### config.mk
export PLATFORM = sky130hd
export DESIGN_NAME = washer_plant_responder_flat
export DESIGN_NICKNAME = d
export VERILOG_FILES = /design/src/rtl/washer_plant_responder_if.sv /design/src/rtl/washer_plant_responder.sv /design/src/flat_wrapper.sv
export SDC_FILE = /design/constraint.sdc
export NUM_CORES = 1
export LEC_CHECK = 0
export ABC_AREA = 1
export CORE_AREA = 2 2 62 64
export CTS_CLUSTER_DIAMETER = 50
export DETAILED_ROUTE_END_ITERATION = 12
export DIE_AREA = 0 0 64 66
export PLACE_DENSITY = 0.75
export SYNTH_ARGS = -nofsm -noshare
export SYNTH_HDL_FRONTEND = slang
export SYNTH_SLANG_ARGS = --single-unit
### constraint.sdc
create_clock -name clk -period 1.8 [get_ports clk]
set_input_delay 0.18 -clock clk [delete_from_list [all_inputs] [get_ports clk]]
set_output_delay 0.18 -clock clk [all_outputs]
set_load 0.02 [all_outputs]
### src/rtl/washer_plant_responder_if.sv
// rtl/washer_plant_responder_if.sv - actuator commands and plant status between washer controller and plant model
interface washer_plant_responder_if;
    logic       door_lock;
    logic       motor_on;
    logic       fill_valve_on;
    logic       drain_valve_on;
    logic       filled;
    logic       drained;
    logic       detergent_added;
    logic       cycle_timeout;
    logic       spin_timeout;
    logic [7:0] water_level;
    logic       interlock_fault;

    modport master (
        output door_lock, motor_on, fill_valve_on, drain_valve_on,
        input  filled, drained, detergent_added, cycle_timeout, spin_timeout,
               water_level, interlock_fault
    );

    modport slave (
        input  door_lock, motor_on, fill_valve_on, drain_valve_on,
        output filled, drained, detergent_added, cycle_timeout, spin_timeout,
               water_level, interlock_fault
    );
endinterface

### src/rtl/washer_plant_responder.sv
// rtl/washer_plant_responder.sv - washer plant model: tub level, motor phase timer, detergent doser, door interlock
module washer_plant_responder #(
    parameter int LEVEL_FULL = 16,
    parameter int WASH_TICKS = 32,
    parameter int SPIN_TICKS = 16,
    parameter int DET_TICKS  = 4
) (
    input  logic                      clk,
    input  logic                      rst_n,
    washer_plant_responder_if.slave   bus
);
    localparam logic [7:0] FULL8 = LEVEL_FULL[7:0];
    localparam logic [7:0] WASH8 = WASH_TICKS[7:0];
    localparam logic [7:0] SPIN8 = SPIN_TICKS[7:0];
    localparam logic [7:0] DET8  = DET_TICKS[7:0];

    typedef enum logic [1:0] {
        ST_IDLE = 2'd0,
        ST_WASH = 2'd1,
        ST_SPIN = 2'd2,
        ST_DONE = 2'd3
    } state_t;

    state_t     state_q, state_d;
    logic [7:0] level_q, level_d;
    logic [7:0] run_cnt_q, run_cnt_d;
    logic [7:0] det_cnt_q, det_cnt_d;
    logic       cto_q, cto_d;
    logic       sto_q, sto_d;
    logic       det_add_q, det_add_d;
    logic       fault_q, fault_d;
    logic [7:0] run_inc;
    logic       det_cond;

    assign run_inc  = run_cnt_q + 8'd1;
    assign det_cond = bus.door_lock && (level_q == FULL8) && !bus.fill_valve_on
                      && !bus.drain_valve_on && !bus.motor_on;

    always_comb begin
        level_d = level_q;
        if (bus.drain_valve_on) begin
            if (level_q != 8'd0) level_d = level_q - 8'd1;
        end else if (bus.fill_valve_on) begin
            if (level_q != FULL8) level_d = level_q + 8'd1;
        end
    end

    // The IDLE-exit cycle is motor-on cycle 1; a pulse fires on the edge where the count reaches the tick limit.
    always_comb begin
        state_d   = state_q;
        run_cnt_d = run_cnt_q;
        cto_d     = 1'b0;
        sto_d     = 1'b0;
        case (state_q)
            ST_IDLE: begin
                if (bus.motor_on) begin
                    run_cnt_d = 8'd1;
                    if (level_q != 8'd0) begin
                        cto_d   = (WASH8 == 8'd1);
                        state_d = (WASH8 == 8'd1) ? ST_DONE : ST_WASH;
                    end else begin
                        sto_d   = (SPIN8 == 8'd1);
                        state_d = (SPIN8 == 8'd1) ? ST_DONE : ST_SPIN;
                    end
                end
            end
            ST_WASH, ST_SPIN: begin
                if (!bus.motor_on) begin
                    state_d   = ST_IDLE;
                    run_cnt_d = 8'd0;
                end else begin
                    run_cnt_d = run_inc;
                    if (state_q == ST_WASH && run_inc == WASH8) begin
                        cto_d   = 1'b1;
                        state_d = ST_DONE;
                    end else if (state_q == ST_SPIN && run_inc == SPIN8) begin
                        sto_d   = 1'b1;
                        state_d = ST_DONE;
                    end
                end
            end
            ST_DONE: begin
                if (!bus.motor_on) begin
                    state_d   = ST_IDLE;
                    run_cnt_d = 8'd0;
                end
            end
            default: begin
                state_d   = ST_IDLE;
                run_cnt_d = 8'd0;
            end
        endcase
    end

    // Counter parks at DET_TICKS so a held condition yields a single dose pulse.
    always_comb begin
        det_cnt_d = det_cnt_q;
        det_add_d = 1'b0;
        if (!det_cond) begin
            det_cnt_d = 8'd0;
        end else if (det_cnt_q != DET8) begin
            det_cnt_d = det_cnt_q + 8'd1;
            det_add_d = ((det_cnt_q + 8'd1) == DET8);
        end
    end

    always_comb begin
        fault_d = fault_q | (!bus.door_lock &&
                  (bus.motor_on || bus.fill_valve_on || bus.drain_valve_on));
    end

    always_ff @(posedge clk or negedge rst_n) begin
        if (!rst_n) begin
            state_q   <= ST_IDLE;
            level_q   <= 8'd0;
            run_cnt_q <= 8'd0;
            det_cnt_q <= 8'd0;
            cto_q     <= 1'b0;
            sto_q     <= 1'b0;
            det_add_q <= 1'b0;
            fault_q   <= 1'b0;
        end else begin
            state_q   <= state_d;
            level_q   <= level_d;
            run_cnt_q <= run_cnt_d;
            det_cnt_q <= det_cnt_d;
            cto_q     <= cto_d;
            sto_q     <= sto_d;
            det_add_q <= det_add_d;
            fault_q   <= fault_d;
        end
    end

    assign bus.filled          = (level_q == FULL8);
    assign bus.drained         = (level_q == 8'd0);
    assign bus.water_level     = level_q;
    assign bus.cycle_timeout   = cto_q;
    assign bus.spin_timeout    = sto_q;
    assign bus.detergent_added = det_add_q;
    assign bus.interlock_fault = fault_q;
endmodule

### src/flat_wrapper.sv
// flat-port wrapper written by rule: the top's interface ports become plain ports
module washer_plant_responder_flat 
#(
    parameter int LEVEL_FULL = 16,
    parameter int WASH_TICKS = 32,
    parameter int SPIN_TICKS = 16,
    parameter int DET_TICKS  = 4
)
  (clk, rst_n, bus_door_lock, bus_motor_on, bus_fill_valve_on, bus_drain_valve_on, bus_filled, bus_drained, bus_detergent_added, bus_cycle_timeout, bus_spin_timeout, bus_water_level, bus_interlock_fault);
  washer_plant_responder_if bus_i ();
  input  logic clk;
  input  logic rst_n;
  input wire logic [$bits(bus_i.door_lock)-1:0] bus_door_lock;
  input wire logic [$bits(bus_i.motor_on)-1:0] bus_motor_on;
  input wire logic [$bits(bus_i.fill_valve_on)-1:0] bus_fill_valve_on;
  input wire logic [$bits(bus_i.drain_valve_on)-1:0] bus_drain_valve_on;
  output wire logic [$bits(bus_i.filled)-1:0] bus_filled;
  output wire logic [$bits(bus_i.drained)-1:0] bus_drained;
  output wire logic [$bits(bus_i.detergent_added)-1:0] bus_detergent_added;
  output wire logic [$bits(bus_i.cycle_timeout)-1:0] bus_cycle_timeout;
  output wire logic [$bits(bus_i.spin_timeout)-1:0] bus_spin_timeout;
  output wire logic [$bits(bus_i.water_level)-1:0] bus_water_level;
  output wire logic [$bits(bus_i.interlock_fault)-1:0] bus_interlock_fault;
  assign bus_i.door_lock = bus_door_lock;
  assign bus_i.motor_on = bus_motor_on;
  assign bus_i.fill_valve_on = bus_fill_valve_on;
  assign bus_i.drain_valve_on = bus_drain_valve_on;
  assign bus_filled = bus_i.filled;
  assign bus_drained = bus_i.drained;
  assign bus_detergent_added = bus_i.detergent_added;
  assign bus_cycle_timeout = bus_i.cycle_timeout;
  assign bus_spin_timeout = bus_i.spin_timeout;
  assign bus_water_level = bus_i.water_level;
  assign bus_interlock_fault = bus_i.interlock_fault;
  washer_plant_responder #(.LEVEL_FULL(LEVEL_FULL), .WASH_TICKS(WASH_TICKS), .SPIN_TICKS(SPIN_TICKS), .DET_TICKS(DET_TICKS)) u_core (.clk(clk), .rst_n(rst_n), .bus(bus_i));
endmodule
Yosys cells after proc, flatten, opt, wreduce, memory -nomap -nowiden
Cells that the tools add are included.
{"block": "totals", "register_bits": 30, "word_cells": 75}
{"block": "classes", "add_sub_neg": 4, "n_eq_ne": 14, "muxes": 26, "bitwise": 1, "n_reduce_logical": 22}
{"cell": "$mux 8", "count": 9}
{"cell": "$add 8x1->8 const B", "count": 3}
{"cell": "$pmux 8 s3", "count": 1}
{"cell": "$eq 8x5->1 const B", "count": 2}
{"cell": "$mux 2", "count": 6}
{"cell": "$mux 1", "count": 9}
{"cell": "$eq 8x3->1 const B", "count": 1}
{"cell": "$eq 8x6->1 const B", "count": 1}
{"cell": "$logic_not 8->1", "count": 1}
{"cell": "$ne 8x3->1 const B", "count": 1}
{"cell": "$ne 8x5->1 const B", "count": 1}
{"cell": "$reduce_bool 8->1", "count": 1}
{"cell": "$sub 8x1->8 const B", "count": 1}
{"cell": "$logic_and 1x1->1", "count": 7}
{"cell": "$ne 2x2->1 const B", "count": 3}
{"cell": "$pmux 2 s3", "count": 1}
{"cell": "$reduce_and 3->1", "count": 2}
{"cell": "$eq 2x2->1 const B", "count": 2}
{"cell": "$logic_not 1->1", "count": 4}
{"cell": "$ne 4x2->1 const B", "count": 1}
{"cell": "$reduce_bool 2->1", "count": 2}
{"cell": "$eq 2x1->1 const B", "count": 1}
{"cell": "$logic_not 2->1", "count": 1}
{"cell": "$logic_or 1x1->1", "count": 2}
{"cell": "4 further kinds", "count": 4}

Logic depth before layout (Yosys ltp)
{"block": "depth", "word_depth": 7, "ltp_mapped": 11, "mapped_depth_nobuf": 11}

Least setup slack after synthesis
No wires, ideal clock.
{"block": "synth_timing", "path_type": "register -> register", "start": "register u_core.level_q[0], in the netlist u_core.bus.water_level[0]", "end": "register u_core.level_q[6], in the netlist u_core.bus.water_level[6]", "setup_ns": 0.117, "t_arrival_ns": 1.664, "t_required_ns": 1.683, "slack_ns": 0.018, "stages_incl_launch_ff": 10, "period_less_slack_ns": 1.782, "cell_sequence": "dfrtp_1 -> inv_1 -> fa_1 -> o21ai_0 -> nand2_1 -> nand2_1 -> a21oi_1 -> nand2b_1 -> nand3_1 -> nand2_1"}
{"block": "synth_between", "elab_chain_len": 4, "elab_cells_between_ends": 11}
{"item": "start: declaration", "line": "washer_plant_responder.sv:25", "rtl": "logic [7:0] level_q, level_d;"}
{"item": "start signal: assignment", "line": "washer_plant_responder.sv:124", "rtl": "level_q <= level_d;"}
{"item": "$add 8x1->8", "line": "washer_plant_responder.sv:44", "rtl": "if (level_q != FULL8) level_d = level_q + 8'd1;"}
{"item": "$mux 8", "line": "washer_plant_responder.sv:44"}
{"item": "$mux 8", "line": "washer_plant_responder.sv:43", "rtl": "end else if (bus.fill_valve_on) begin"}
{"item": "$mux 8", "line": "washer_plant_responder.sv:41", "rtl": "if (bus.drain_valve_on) begin"}
Parallel ways exist; a longest one is shown, timed or not. The select of a mux whose other input is x is not followed.
A chain may end at the register's enable or synchronous reset.

Worst setup path after layout
{"block": "layout_timing", "start": "register u_core.run_cnt_q[1]", "end": "register u_core.state_q[1]"}
{"block": "layout_between", "elab_chain_len": 6, "elab_cells_between_ends": 10}
{"item": "start: declaration", "line": "washer_plant_responder.sv:26", "rtl": "logic [7:0] run_cnt_q, run_cnt_d;"}
{"item": "start signal: assignment", "line": "washer_plant_responder.sv:125", "rtl": "run_cnt_q <= run_cnt_d;"}
{"item": "$add 8x1->8 *", "line": "washer_plant_responder.sv:35", "rtl": "assign run_inc = run_cnt_q + 8'd1;"}
{"item": "$eq 8x6->1", "line": "washer_plant_responder.sv:73", "rtl": "if (state_q == ST_WASH && run_inc == WASH8) begin"}
{"item": "$logic_and 1x1->1", "line": "washer_plant_responder.sv:73"}
{"item": "$mux 2", "line": "washer_plant_responder.sv:73"}
{"item": "$mux 2", "line": "washer_plant_responder.sv:68", "rtl": "if (!bus.motor_on) begin"}
{"item": "$pmux 2 s3", "line": "washer_plant_responder.sv:54", "rtl": "case (state_q)"}
{"item": "end signal: assignment", "line": "washer_plant_responder.sv:123", "rtl": "state_q <= state_d;"}
{"item": "end: declaration", "line": "washer_plant_responder.sv:24", "rtl": "state_t state_q, state_d;"}
Mark *: on every way between the ends. The rest lies on a longest branch, timed or not.

==> impl_metrics.yaml <==
routing:
  vias_per_cell: 4.97
  post_route_drc: 0
  finalWirelength_um: 3720
  dr_total_vias: 1660
  drt_pre_antenna_iters: 4
  drt_first_iter_violations: 76
  antenna_violating_nets_post_route: 0
  routedWlPerCell_um: 11.1
logic_synthesis:
  synth.avg_cell_area_um2: 7.75
  async_flop_share: 1.00
  syn-cell-area_um2: 1880
  synth_top_cells_by_area: "sky130_fd_sc_hd__dfrtp_1 40%, sky130_fd_sc_hd__nand2_1 12%, sky130_fd_sc_hd__ha_1 8.7%, sky130_fd_sc_hd__inv_1 7.4%, sky130_fd_sc_hd__nand3_1 6.1%"
  number_of_library_cell_types_mapped_by_synthesis: 28
  synthDominantAreaCellType: "sky130_fd_sc_hd__dfrtp_1"
  ys_dominant_reg_cell: "sky130_fd_sc_hd__dfrtp_1"
  ys_ff_latch: 30
  synthesis.yosys.warnings: 0
  yosysSeqAreaShare: 0.400
  synthesized_net_count: 262
  synthCells: 242
  yosys.area.top_type_share: 0.400
  synth-edff-count: 0
global_routing:
  grt_pass1_wl_um: 6670
  grt_pass1_vias: 1548
  grt_antenna_before_repair: 0
  grt_use_met1: 0.248
  grt.busiest_layer: "met2"
  groute.layer.met3.usage: 0.0426
  global_route.overflow_total: 0
  grt_start_max_net_pins: 31
  track_usage: 0.204
  grt_use_met2: 0.346
power_and_ir_drop:
  finalPower_uw: 2860
  max_vdd_drop_v: 0.000978
  pwr_density_nw_per_um2: 1240
  sw_frac_of_total: 0.406
  share_comb_of_total_power: 0.523
  p_leak_uw: 0.00109
  power.share.sequential: 0.329
  power.switching_uw: 1160
  power_frac_clock: 0.148
  power.internal_uw: 1700
floorplanning:
  design.core.area_um2: 3550
  die-area_um2: 4220
  io_pins: 20
  initial_utilization: 0.528
  core.rowCount: 22
  floorplan.die.width_um: 64
  chipHeight_um: 66
worst_setup_path:
  timing.critical_path.fanout_max: 5
  worstPathRequired_ns: 2.04
  worst_setup_path_start_kind: "register"
  crit_arrival_ns: 1.90
  critPathKind: "register to register"
  crit_path_end_kind: "register"
sta:
  setup_repair_after_global_routing_missed_its_margin: "no"
  postLayoutSetupSlackWorst_ns: 0.138
  report.final.setup_viol: 0
  fmax_mhz: 602
  max-slew-margin-rel: 0.751
  timing_max_transition_violations_final: 0
  min_period_over_period: 0.923
  fin_skew_ns: 0.00913
  timing_worst_slew_pin_value_ns: 0.373
  final.setup.tns_ns: 0
  fin_hold_viols: 0
  final.min_clock_period_ns: 1.66
cells_and_area:
  design.final.nets: 305
  final_cell_area_um2: 2310
  drive_above_1_share: 0.133
  fillCellCount: 312
  layout_overhead_on_the_synthesized_area_pct: 23.1
  n_antenna_cell: 0
clocking:
  ctsRootBufferMaster: "sky130_fd_sc_hd__clkbuf_4"
  clock_sink_count: 30
  post_cts.resized_instances: 2
  cts_inserted_buffers: 5
  cts_tree: "yes"
  h_tree_depth: 2
  path_clk_slew_ns: 0.10
  cts.hold.buffers_added: 0
  worst_skew_pair.late_latency_ns: 0.33
  cts_post_setup_buffers_inserted: 0
  cts_buffer_depth: 2
placement:
  detailed_place_hpwl_um: 2890
  portBuffers: 19
  dp_slack_ns: -0.217
  post_dp_cell_area_um2: 2260
  gpl.final_weighted_congestion: 0.859
job:
  cap_violations: 0
min_path:
  hold_path.class: "input pin to asynchronous set/reset pin"
outcome:
  run_status: "finished, final reports clean"
[Yosys cell counts, types with 2 or more instances]
master	n
sky130_fd_sc_hd__o22ai_1	3
sky130_fd_sc_hd__nand3_2	3
sky130_fd_sc_hd__nor2_1	16
sky130_fd_sc_hd__o21ai_0	13
sky130_fd_sc_hd__dfrtp_1	30
sky130_fd_sc_hd__xor2_1	9
sky130_fd_sc_hd__inv_1	37
sky130_fd_sc_hd__nand4_1	4
sky130_fd_sc_hd__or2_2	2
sky130_fd_sc_hd__nand3_1	23
sky130_fd_sc_hd__nand2_1	59
sky130_fd_sc_hd__a21oi_1	8
sky130_fd_sc_hd__nor2_2	3
sky130_fd_sc_hd__a31oi_1	2
sky130_fd_sc_hd__o21bai_1	2
sky130_fd_sc_hd__ha_1	13
sky130_fd_sc_hd__nor3_1	4
[routing by layer]
metal | vias up | routed length, um
met1 | 741 | 1730
met4 | 0 | 104
met5 | - | 0
li1 | 873 | -
met3 | 11 | 148
met2 | 35 | 1740
[area by class of cell]
class / instances / area [um2] / share of cell area
repair buffers: 38 / 323 / 0.140
well taps: 48 / 60.1 / 0.0260
clock buffers: 7 / 55.1 / 0.0238
flip-flops and latches: 30 / 751 / 0.325
inverters: 37 / 139 / 0.0601
clock inverters: 1 / 5.00 / 0.00217
multi-input cells: 173 / 977 / 0.423
[flip-flops by register name, summed over array words and instances (netlist names)]
signal and cells:
u_core.bus.interlock_fault 1, u_core.run_cnt_q 8, u_core.bus.spin_timeout 1, u_core.bus.detergent_added 1, u_core.state_q 2, u_core.det_cnt_q 8
u_core.bus.water_level 8, u_core.bus.cycle_timeout 1
[logic make-up (layout without fill, tap and decap cells)]
kind of cell               after synthesis  count (layout)  share of synthesized area
buffers and inverters                   39              83                     0.0787
AOI/OAI and AO/OA                       31              31                     0.0921
xor gates and xnor gates                10              10                     0.0467
adders and majority gates               14              14                     0.0974
and+or+nand+nor                        118             118                      0.285
DFF                                     30              30                      0.400
[layout by cell type (no fill, tap or decap)]
cell                              count
sky130_fd_sc_hd__o21ai_0             11
sky130_fd_sc_hd__o32ai_1              1
sky130_fd_sc_hd__nand4_1              4
sky130_fd_sc_hd__clkbuf_2             2
sky130_fd_sc_hd__clkbuf_1             1
sky130_fd_sc_hd__inv_1               37
sky130_fd_sc_hd__nand4_2              1
sky130_fd_sc_hd__o21bai_1             2
sky130_fd_sc_hd__nand2b_1             1
sky130_fd_sc_hd__clkbuf_8             1
sky130_fd_sc_hd__nand3_1             23
sky130_fd_sc_hd__a21oi_1              8
sky130_fd_sc_hd__clkdlybuf4s50_1     17
sky130_fd_sc_hd__clkbuf_4             5
sky130_fd_sc_hd__ha_1                13
sky130_fd_sc_hd__clkinv_2             1
sky130_fd_sc_hd__nor2_2               3
sky130_fd_sc_hd__nor4_1               1
sky130_fd_sc_hd__xnor2_1              1
sky130_fd_sc_hd__o211ai_1             1
sky130_fd_sc_hd__nand3_2              3
sky130_fd_sc_hd__a31oi_1              2
sky130_fd_sc_hd__buf_4               19
sky130_fd_sc_hd__or2_2                2
sky130_fd_sc_hd__o21ai_1              3
sky130_fd_sc_hd__xor2_1               9
sky130_fd_sc_hd__fa_1                 1
sky130_fd_sc_hd__o22ai_1              3
sky130_fd_sc_hd__nor2_1              16
sky130_fd_sc_hd__nand2_1             59
sky130_fd_sc_hd__nor3_1               4
sky130_fd_sc_hd__nand2_2              1
sky130_fd_sc_hd__dfrtp_1             30
[per-stage QoR]
stage | std cells | utilization | hold WS (ns)
after CTS | 334 | 0.653 | 0.237
after global routing | 334 | 0.650 | 0.261
after detailed placement | 326 | 0.636 | 0.471
after floorplan | 242 | - | -0.116
after global placement | 326 | 0.636 | 0.463
final | 334 | 0.650 | 0.217
[worst max-delay path, stage by stage (launching register included)]
cell and delay [ns]:
sky130_fd_sc_hd__dfrtp_1 0.41, sky130_fd_sc_hd__ha_1 0.24, sky130_fd_sc_hd__nand3_2 0.14, sky130_fd_sc_hd__o21ai_1 0.15, sky130_fd_sc_hd__nand2_1 0.09, sky130_fd_sc_hd__nor2_2 0.14, sky130_fd_sc_hd__nand3_1 0.11, sky130_fd_sc_hd__nand3_2 0.12
sky130_fd_sc_hd__nand2_2 0.06, sky130_fd_sc_hd__nand2_1 0.06, sky130_fd_sc_hd__nand2_1 0.05
[power by group through the flow]
stage / sequential (uW) / combinational, uW / clock (uW)
after floorplan: 1060 / 792 / 0
after global placement: 946 / 1480 / 0
after detailed placement: 953 / 1500 / 0
after CTS: 944 / 1510 / 434
after global routing: 962 / 1680 / 475
final: 943 / 1500 / 422
[worst paths after layout]
path / from / to / slack, ns / depth (start not counted)
max: u_core.run_cnt_q[1] / u_core.state_q[1] / 0.14 / 10
min: rst_n / u_core.det_cnt_q[4] / 0.22 / 2
max reg2reg: u_core.run_cnt_q[1] / u_core.state_q[1] / 0.14 / 10
min reg2reg: u_core.bus.interlock_fault / u_core.bus.interlock_fault / 0.49 / 1
max in group asynchronous: rst_n / u_core.bus.water_level[1] / 1.29 / 2
min in group clk: bus_door_lock / u_core.bus.interlock_fault / 0.45 / 2
No activity file was read; power rests on OpenSTA's default activity.
